<file path="config.mk">
export PLATFORM = sky130hd
export DESIGN_NAME = core_lsu
export DESIGN_NICKNAME = d
export VERILOG_FILES = /design/src/rtl/core_lsu.sv
export SDC_FILE = /design/constraint.sdc
export NUM_CORES = 1
export LEC_CHECK = 0
export CORE_ASPECT_RATIO = 0.7
export CORE_MARGIN = 10
export CORE_UTILIZATION = 25
export DETAILED_ROUTE_END_ITERATION = 8
export PLACE_DENSITY = 0.63
export SLEW_MARGIN = 20
export SYNTH_ARGS = -nofsm -noshare
export SYNTH_HDL_FRONTEND = slang
export SYNTH_SLANG_ARGS = --single-unit
export TNS_END_PERCENT = 100
</file>
<file path="constraint.sdc">
create_clock -name clk -period 2.07 [get_ports clk]
set_clock_uncertainty 0.1 [all_clocks]
set_input_delay 0.414 -clock clk [delete_from_list [all_inputs] [get_ports clk]]
set_output_delay 0.414 -clock clk [all_outputs]
set_load 0.02 [all_outputs]
</file>
<file path="src/rtl/core_lsu.sv">
// -----------------------------------------------------------------------------
// core_lsu -- load/store unit sitting between EX and MEM/WB.
//
// Takes the ALU result as the effective address, rs2 as store data and funct3
// as access size/sign. It runs a valid/ready request handshake followed, for
// loads, by a response handshake on a 64-bit data memory bus. It freezes the
// front of the pipeline while an access is outstanding.
//
// Ports
//   clk, rst_n           core clock, asynchronous active-low reset
//   mem_read_i/_write_i  current instruction is a load / store (both = load)
//   funct3_i             [1:0] size B/H/W/D, [2] zero-extend on loads
//   addr_i, wdata_i      effective address, store data
//   rsd_idx_i/_o         destination register index in / out
//   lsu_stall_o          freeze PC/IF/ID/EX and the EX/MEM register
//   misalign_o           misaligned access (dropped, no bus activity)
//   rdata_o, rdata_valid_o   extended load result, valid in DONE
//   dmem_req_*           request channel (valid/ready, we, addr, wdata, wstrb)
//   dmem_rsp_*           response channel (valid, full doubleword)
// -----------------------------------------------------------------------------
module core_lsu #(
   parameter int ADDR_WIDTH = 64,
   parameter int DATA_WIDTH = 64
) (
   input  logic                  clk,
   input  logic                  rst_n,
   input  logic                  mem_read_i,
   input  logic                  mem_write_i,
   input  logic [2:0]            funct3_i,
   input  logic [ADDR_WIDTH-1:0] addr_i,
   input  logic [DATA_WIDTH-1:0] wdata_i,
   input  logic [4:0]            rsd_idx_i,
   output logic                  lsu_stall_o,
   output logic                  misalign_o,
   output logic [DATA_WIDTH-1:0] rdata_o,
   output logic                  rdata_valid_o,
   output logic [4:0]            rsd_idx_o,
   output logic                  dmem_req_valid_o,
   input  logic                  dmem_req_ready_i,
   output logic                  dmem_req_we_o,
   output logic [ADDR_WIDTH-1:0] dmem_req_addr_o,
   output logic [DATA_WIDTH-1:0] dmem_req_wdata_o,
   output logic [7:0]            dmem_req_wstrb_o,
   input  logic                  dmem_rsp_valid_i,
   input  logic [DATA_WIDTH-1:0] dmem_rsp_rdata_i
);

   typedef enum logic [1:0] {
      IDLE = 2'd0,
      REQ  = 2'd1,
      WAIT = 2'd2,
      DONE = 2'd3
   } state_t;

   state_t                r_state;
   state_t                w_state_next;

   logic [ADDR_WIDTH-1:0] r_addr;
   logic [2:0]            r_funct3;
   logic [DATA_WIDTH-1:0] r_wdata;
   logic                  r_we;
   logic [4:0]            r_rsd_idx;
   logic [DATA_WIDTH-1:0] r_rdata;

   logic                  w_access;
   logic                  w_misalign;
   logic                  w_start;
   logic                  w_capture;
   logic [5:0]            w_shift;
   logic [DATA_WIDTH-1:0] w_rsp_shifted;
   logic [DATA_WIDTH-1:0] w_load_ext;
   logic [7:0]            w_wstrb;

   // ------------------------------------------------------------------
   // Alignment check on the incoming instruction (size from funct3[1:0])
   // ------------------------------------------------------------------
   assign w_access = mem_read_i | mem_write_i;

   always_comb begin
      w_misalign = 1'b0;
      unique case (funct3_i[1:0])
         2'd0: w_misalign = 1'b0;
         2'd1: w_misalign = addr_i[0];
         2'd2: w_misalign = |addr_i[1:0];
         2'd3: w_misalign = |addr_i[2:0];
      endcase
   end

   assign w_start   = (r_state == IDLE) && w_access && !w_misalign;
   assign w_capture = (r_state == WAIT) && dmem_rsp_valid_i;

   // ------------------------------------------------------------------
   // Lane handling, all driven from the latched access
   // ------------------------------------------------------------------
   assign w_shift       = {r_addr[2:0], 3'b000};
   assign w_rsp_shifted = dmem_rsp_rdata_i >> w_shift;

   always_comb begin
      w_load_ext = w_rsp_shifted;
      unique case (r_funct3[1:0])
         2'd0: w_load_ext = r_funct3[2] ? {56'd0, w_rsp_shifted[7:0]}
                                        : {{56{w_rsp_shifted[7]}}, w_rsp_shifted[7:0]};
         2'd1: w_load_ext = r_funct3[2] ? {48'd0, w_rsp_shifted[15:0]}
                                        : {{48{w_rsp_shifted[15]}}, w_rsp_shifted[15:0]};
         2'd2: w_load_ext = r_funct3[2] ? {32'd0, w_rsp_shifted[31:0]}
                                        : {{32{w_rsp_shifted[31]}}, w_rsp_shifted[31:0]};
         2'd3: w_load_ext = w_rsp_shifted;   // LD and funct3=111 alike
      endcase
   end

   always_comb begin
      w_wstrb = 8'h00;
      unique case (r_funct3[1:0])
         2'd0: w_wstrb = 8'h01 << r_addr[2:0];
         2'd1: w_wstrb = 8'h03 << r_addr[2:0];
         2'd2: w_wstrb = 8'h0F << r_addr[2:0];
         2'd3: w_wstrb = 8'hFF;
      endcase
   end

   // ------------------------------------------------------------------
   // State register and access capture
   // ------------------------------------------------------------------
   always_ff @(posedge clk or negedge rst_n) begin
      if (!rst_n) begin
         r_state   <= IDLE;
         r_addr    <= '0;
         r_funct3  <= '0;
         r_wdata   <= '0;
         r_we      <= 1'b0;
         r_rsd_idx <= '0;
         r_rdata   <= '0;
      end else begin
         r_state <= w_state_next;
         if (w_start) begin
            r_addr    <= addr_i;
            r_funct3  <= funct3_i;
            r_wdata   <= wdata_i;
            r_we      <= mem_write_i & ~mem_read_i;  // read wins if both set
            r_rsd_idx <= rsd_idx_i;
         end
         if (w_capture) begin
            r_rdata <= w_load_ext;
         end
      end
   end

   // ------------------------------------------------------------------
   // Next state and outputs
   // ------------------------------------------------------------------
   always_comb begin
      w_state_next     = r_state;
      lsu_stall_o      = 1'b0;
      misalign_o       = 1'b0;
      rdata_valid_o    = 1'b0;
      rsd_idx_o        = rsd_idx_i;
      dmem_req_valid_o = 1'b0;
      dmem_req_we_o    = r_we;
      dmem_req_addr_o  = {r_addr[ADDR_WIDTH-1:3], 3'b000};
      dmem_req_wdata_o = r_wdata << w_shift;
      dmem_req_wstrb_o = r_we ? w_wstrb : 8'h00;

      unique case (r_state)
         IDLE: begin
            misalign_o  = w_access & w_misalign;
            lsu_stall_o = w_start;
            if (w_start) begin
               w_state_next = REQ;
            end
         end
         REQ: begin
            lsu_stall_o      = 1'b1;
            dmem_req_valid_o = 1'b1;
            if (dmem_req_ready_i) begin
               w_state_next = r_we ? DONE : WAIT;
            end
         end
         WAIT: begin
            lsu_stall_o = 1'b1;
            if (dmem_rsp_valid_i) begin
               w_state_next = DONE;
            end
         end
         DONE: begin
            // Stall drops here so the pipeline advances exactly once.
            rdata_valid_o = ~r_we;
            rsd_idx_o     = r_rsd_idx;
            w_state_next  = IDLE;
         end
      endcase
   end

   assign rdata_o = r_rdata;

endmodule

</file>
# Word level (Yosys, flattened, before mapping)
# Cells that the tools add are included.
# word_totals
regBits	203
input_bits	206
output_inout_bits	210
# op_classes
n_eq_ne	12
shift	5
n_mux	17
n_bitwise	5
n_reduce_logical	11
# op_table
op	n
$pmux 64 s4	1
$mux 64	3
$shl 64x6->64	1
$shr 64x6->64	1
$pmux 8 s4	1
$eq 2x2->1 const B	6
$mux 8	1
$pmux 2 s4	1
$shl 1x3->8 const A	1
$shl 2x3->8 const A	1
$shl 4x3->8 const A	1
$eq 2x1->1 const B	3
$logic_not 2->1	3
$mux 2	3
$ne 2x2->1 const B	3
$mux 5	1
$mux 1	4
$pmux 1 s4	1
$reduce_or 2->1	2
$logic_and 1x1->1	3
$reduce_and 3->1	1
$reduce_or 3->1	1
$and 1x1->1	2
$not 1->1	2
other kinds (3)	3

# Depth between registers and ports, before layout
# logic_depth
ltp_word	6
ltp_mapped	9
mapped_depth_nobuf	7

# Worst setup path after synthesis
# Ideal clock, no wire load.
# synth_path
path_type	reg2out
start	reg r_addr[0]
end	out dmem_req_wdata_o[57]
arrival_ns	1.825
required_ns	1.556
setup_slack_ns	-0.269
stages_incl_launch_ff	8
cell_sequence	dfrtp_1 > buf_6 > buf_12 > buf_12 > buf_8 > buf_2 > and2_1 > o31ai_1
# synth_via
elab_chain_cells	1
# synth_rtl
item	line_no	source
start, declared	58	logic [ADDR_WIDTH-1:0] r_addr;
start signal, assigned	136	r_addr <= addr_i;
$shl 64x6->64	160	dmem_req_wdata_o = r_wdata << w_shift;
end, declared	42	output logic [DATA_WIDTH-1:0] dmem_req_wdata_o,
# No other way between the ends.

# Final worst setup path
# layout_path
start	reg r_addr[0]
end	out dmem_req_wdata_o[53]
# Same word-level chain as after synthesis.

==> flow_metrics.py <==
metrics = {
    "critical_path": {
        "r2r_start": "r_addr[0]",
        "cp_slowest_stage_delay_ns": 0.53,
        "critPathKind": "reg -> out",
        "cp-start-kind": "flip-flop",
        "crit_fanout": 6,
        "crit_path_end_kind": "output port",
        "cp.required_ns": 1.56,
        "crit_path_top_delay_cell": "dfrtp_4",
        "setup.worst_path.start": "r_addr[0]",
        "r2r_cells": 10,
        "r2r_setup_slack_ns": -0.50,
        "critPathArrivalTime_ns": 2.21,
        "endpoint": "dmem_req_wdata_o[53]",
        "cp_common_cell": "buf_6",
        "timing.rr.end": "rdata_o[43]",
        "cp_cell_sequence": "buf_12 -> buf_8 -> buf_6 -> mux4_2 -> nor2_2 -> a21oi_2 -> buf_6",
    },
    "routing": {
        "vias": 12184,
        "avgRoutedWirePerCell_um": 24.5,
        "dr.pass1.iters": 5,
        "ant_nets": 0,
        "wirelength_um": 59500,
        "drc": 0,
        "drt_iter0_markers": 757,
        "routed_via_density": 5.01,
    },
    "cts": {
        "clockBufferDepth": 3,
        "cts_tree": "built",
        "cts_num_sinks": 203,
        "htree_levels": 1,
        "clk_latency_ns": 0.57,
        "clk_pin_slew_ns": 0.06,
        "root_buffer": "clkbuf_16",
        "numCtsBuffers": 26,
    },
    "grt": {
        "grtUsageTotal": 0.174,
        "overflow": 0,
        "antenna_found_initial": 5,
        "grt_pass1_vias": 12437,
        "grt_pass1_wl_um": 81300,
        "grt_start_max_net_pins": 60,
    },
    "power": {
        "p_total_mw": 43.4,
        "vdd_drop_max_mv": 1.04,
        "power_density_mw_per_mm2": 1890,
        "leakagePower_nw": 10.4,
    },
    "final_layout": {
        "layout.cells.non_filler": 2430,
        "mostFrequentLayoutCell": "clkdlybuf4s50_1",
        "layout_common_cells": "clkdlybuf4s50_1 (205), dfrtp_1 (198), buf_4 (175), mux2_2 (137), buf_6 (126)",
        "area_growth_pct": 81.2,
        "finish.utilization": 0.461,
        "design_area_sq_mm": 0.0229,
        "nFillCells": 4463,
        "nets": 1959,
        "drive_gt1_frac": 0.492,
    },
    "logic_synthesis": {
        "synth_cell_types": 56,
        "yosys_warnings": 0,
        "ys_seq_area_frac": 0.401,
        "avgSynthCellArea_sq_um": 10.8,
        "synth_cells": 1172,
        "synth_seq_cells": 203,
        "synth_edf_count": 0,
        "synth_top_flop_cell": "dfrtp_1",
        "async_flop_share": 1.00,
        "syn_area_sq_mm": 0.0127,
    },
    "floorplanning": {
        "num_rows": 68,
        "start_util": 0.255,
        "die-area_sq_mm": 0.0602,
        "die_y_um": 208,
        "die_w_um": 289,
        "core-area_sq_mm": 0.0497,
        "ios": 416,
    },
    "sta": {
        "rsz0062_at_grt": "true",
        "finalSetupViolCount": 204,
        "timing.fmax_mhz": 367,
        "fin_crit_ns": 2.73,
        "timing.final.crit_share": 1.32,
        "slew_violations": 0,
        "worst_slew_pin_slew_ns": 1.06,
        "slew_headroom": 0.295,
        "final.setup.tns_ns": -66.52,
        "worst_slack_ns": -0.655,
        "whs_ns": 0.219,
        "hold_violations": 0,
    },
    "hold_path": {
        "hold_path_class": "in -> async",
    },
    "run": {
        "maxCapViolations": 0,
    },
    "placed_design": {
        "placed_cells": 2258,
        "dp_hpwl_um": 40200,
        "post_dp_cell_area_sq_mm": 0.0184,
        "routabilityCongestion": 0.900,
        "dpl_worst_slack_ns": -0.559,
        "portBuffers": 412,
    },
    "outcome": {
        "run_status": "finished with violations",
        "violations": "negative setup slack",
    },
}
synth_stat cells, drive strengths merged (2+ instances only):
master | instances | area [sq um]
a211oi | 25 | 188
a21oi | 91 | 493
a22oi | 2 | 20.0
a31oi | 32 | 200
and2 | 16 | 100
buf | 146 | 1080
clkbuf | 25 | 95.1
dfrtp | 203 | 5080
ha | 9 | 113
inv | 11 | 41.3
mux2 | 151 | 1700
mux2i | 94 | 941
mux4 | 25 | 563
nand2 | 69 | 259
nand2b | 19 | 119
nand3 | 9 | 45.0
nand4b | 2 | 38.8
nor2 | 64 | 248
nor2b | 18 | 113
nor3 | 8 | 45.0
o211a | 2 | 20.0
o211ai | 4 | 35.0
o21a | 6 | 45.0
o21ai | 30 | 150
o221ai | 2 | 17.5
o22a | 56 | 490
o22ai | 20 | 131
o2bb2ai | 15 | 131
o31a | 2 | 17.5
o31ai | 6 | 45.0
or2 | 2 | 12.5
state kept, by name, indices dropped and copies added (netlist names):
name	flops
r_wdata	64
dmem_req_we_o	1
r_rsd_idx	5
r_funct3	3
rdata_o	64
r_addr	64
r_state	2
worst min path at each step:
| stage | from | endpoint | slack [ns] |
|---|---|---|---|
| detailed placement | rst_n | r_addr[14] | 0.23 |
| CTS | rst_n | r_addr[27] | 0.19 |
| global placement | rst_n | r_addr[14] | 0.22 |
| floorplan | rst_n | dmem_req_we_o | 0.02 |
| global route | rst_n | r_addr[24] | 0.25 |
| finish | rst_n | r_addr[27] | 0.22 |
layer usage:
metal / part of all wire / global-route usage / vias up
li1: - / - / 5381
met3: 0.10 / 0.0639 / 91
met2: 0.45 / 0.264 / 604
met5: 0.00081 / 0 / -
met1: 0.43 / 0.234 / 6100
met4: 0.021 / 0.0336 / 8
final cells by class:
type | instances | area (sq um) | share of cell area
Timing Repair Buffer | 713 | 8070 | 0.352
Multi-Input combinational cell | 789 | 7980 | 0.348
Sequential cell | 203 | 5090 | 0.222
Tap cell | 665 | 832 | 0.0363
Clock buffer | 34 | 701 | 0.0306
Clock inverter | 14 | 193 | 0.00840
Inverter | 11 | 53.8 | 0.00235
Antenna cell | 1 | 2.50 | 0.000109
worst max-delay path: cells and delay by family (launching register included):
family                 cells  cell delay (ns)
AO/OA/AOI/OAI              1             0.05
AND/OR/NAND/NOR            1             0.10
buffers and inverters      4             0.53
multiplexers               1             0.41
flip-flops                 1             0.53
power breakdown:
part	switching [mW]	internal, mW	leakage, nW	total (mW)
logic	15.1	15.7	7.59	30.8
registers	1.74	6.05	2.38	7.79
clock network	1.93	2.89	0.442	4.82
total	18.7	24.7	10.4	43.4
cells by family (layout without fill, tap and decap cells):
group,after synthesis,after routing,share of synthesized area
compound gates,295,295,0.158
buf+inv,182,772,0.0965
mux,270,270,0.253
flops,203,203,0.401
other cells,1,4,0.000296
fa+ha+maj,9,9,0.00890
simple gates,212,212,0.0816
repair_timing:
action | 4_1_cts | 5_1_grt
buffers inserted | 56 | 45
cloned | 10 | 21
endpoints found under the hold margin | 65 | 0
hold buffers | 1 | 0
resized for setup | 599 | 331
pin swaps | 43 | 90
endpoints found under the setup margin | 311 | 403
Power figures use the tool's default switching activity.
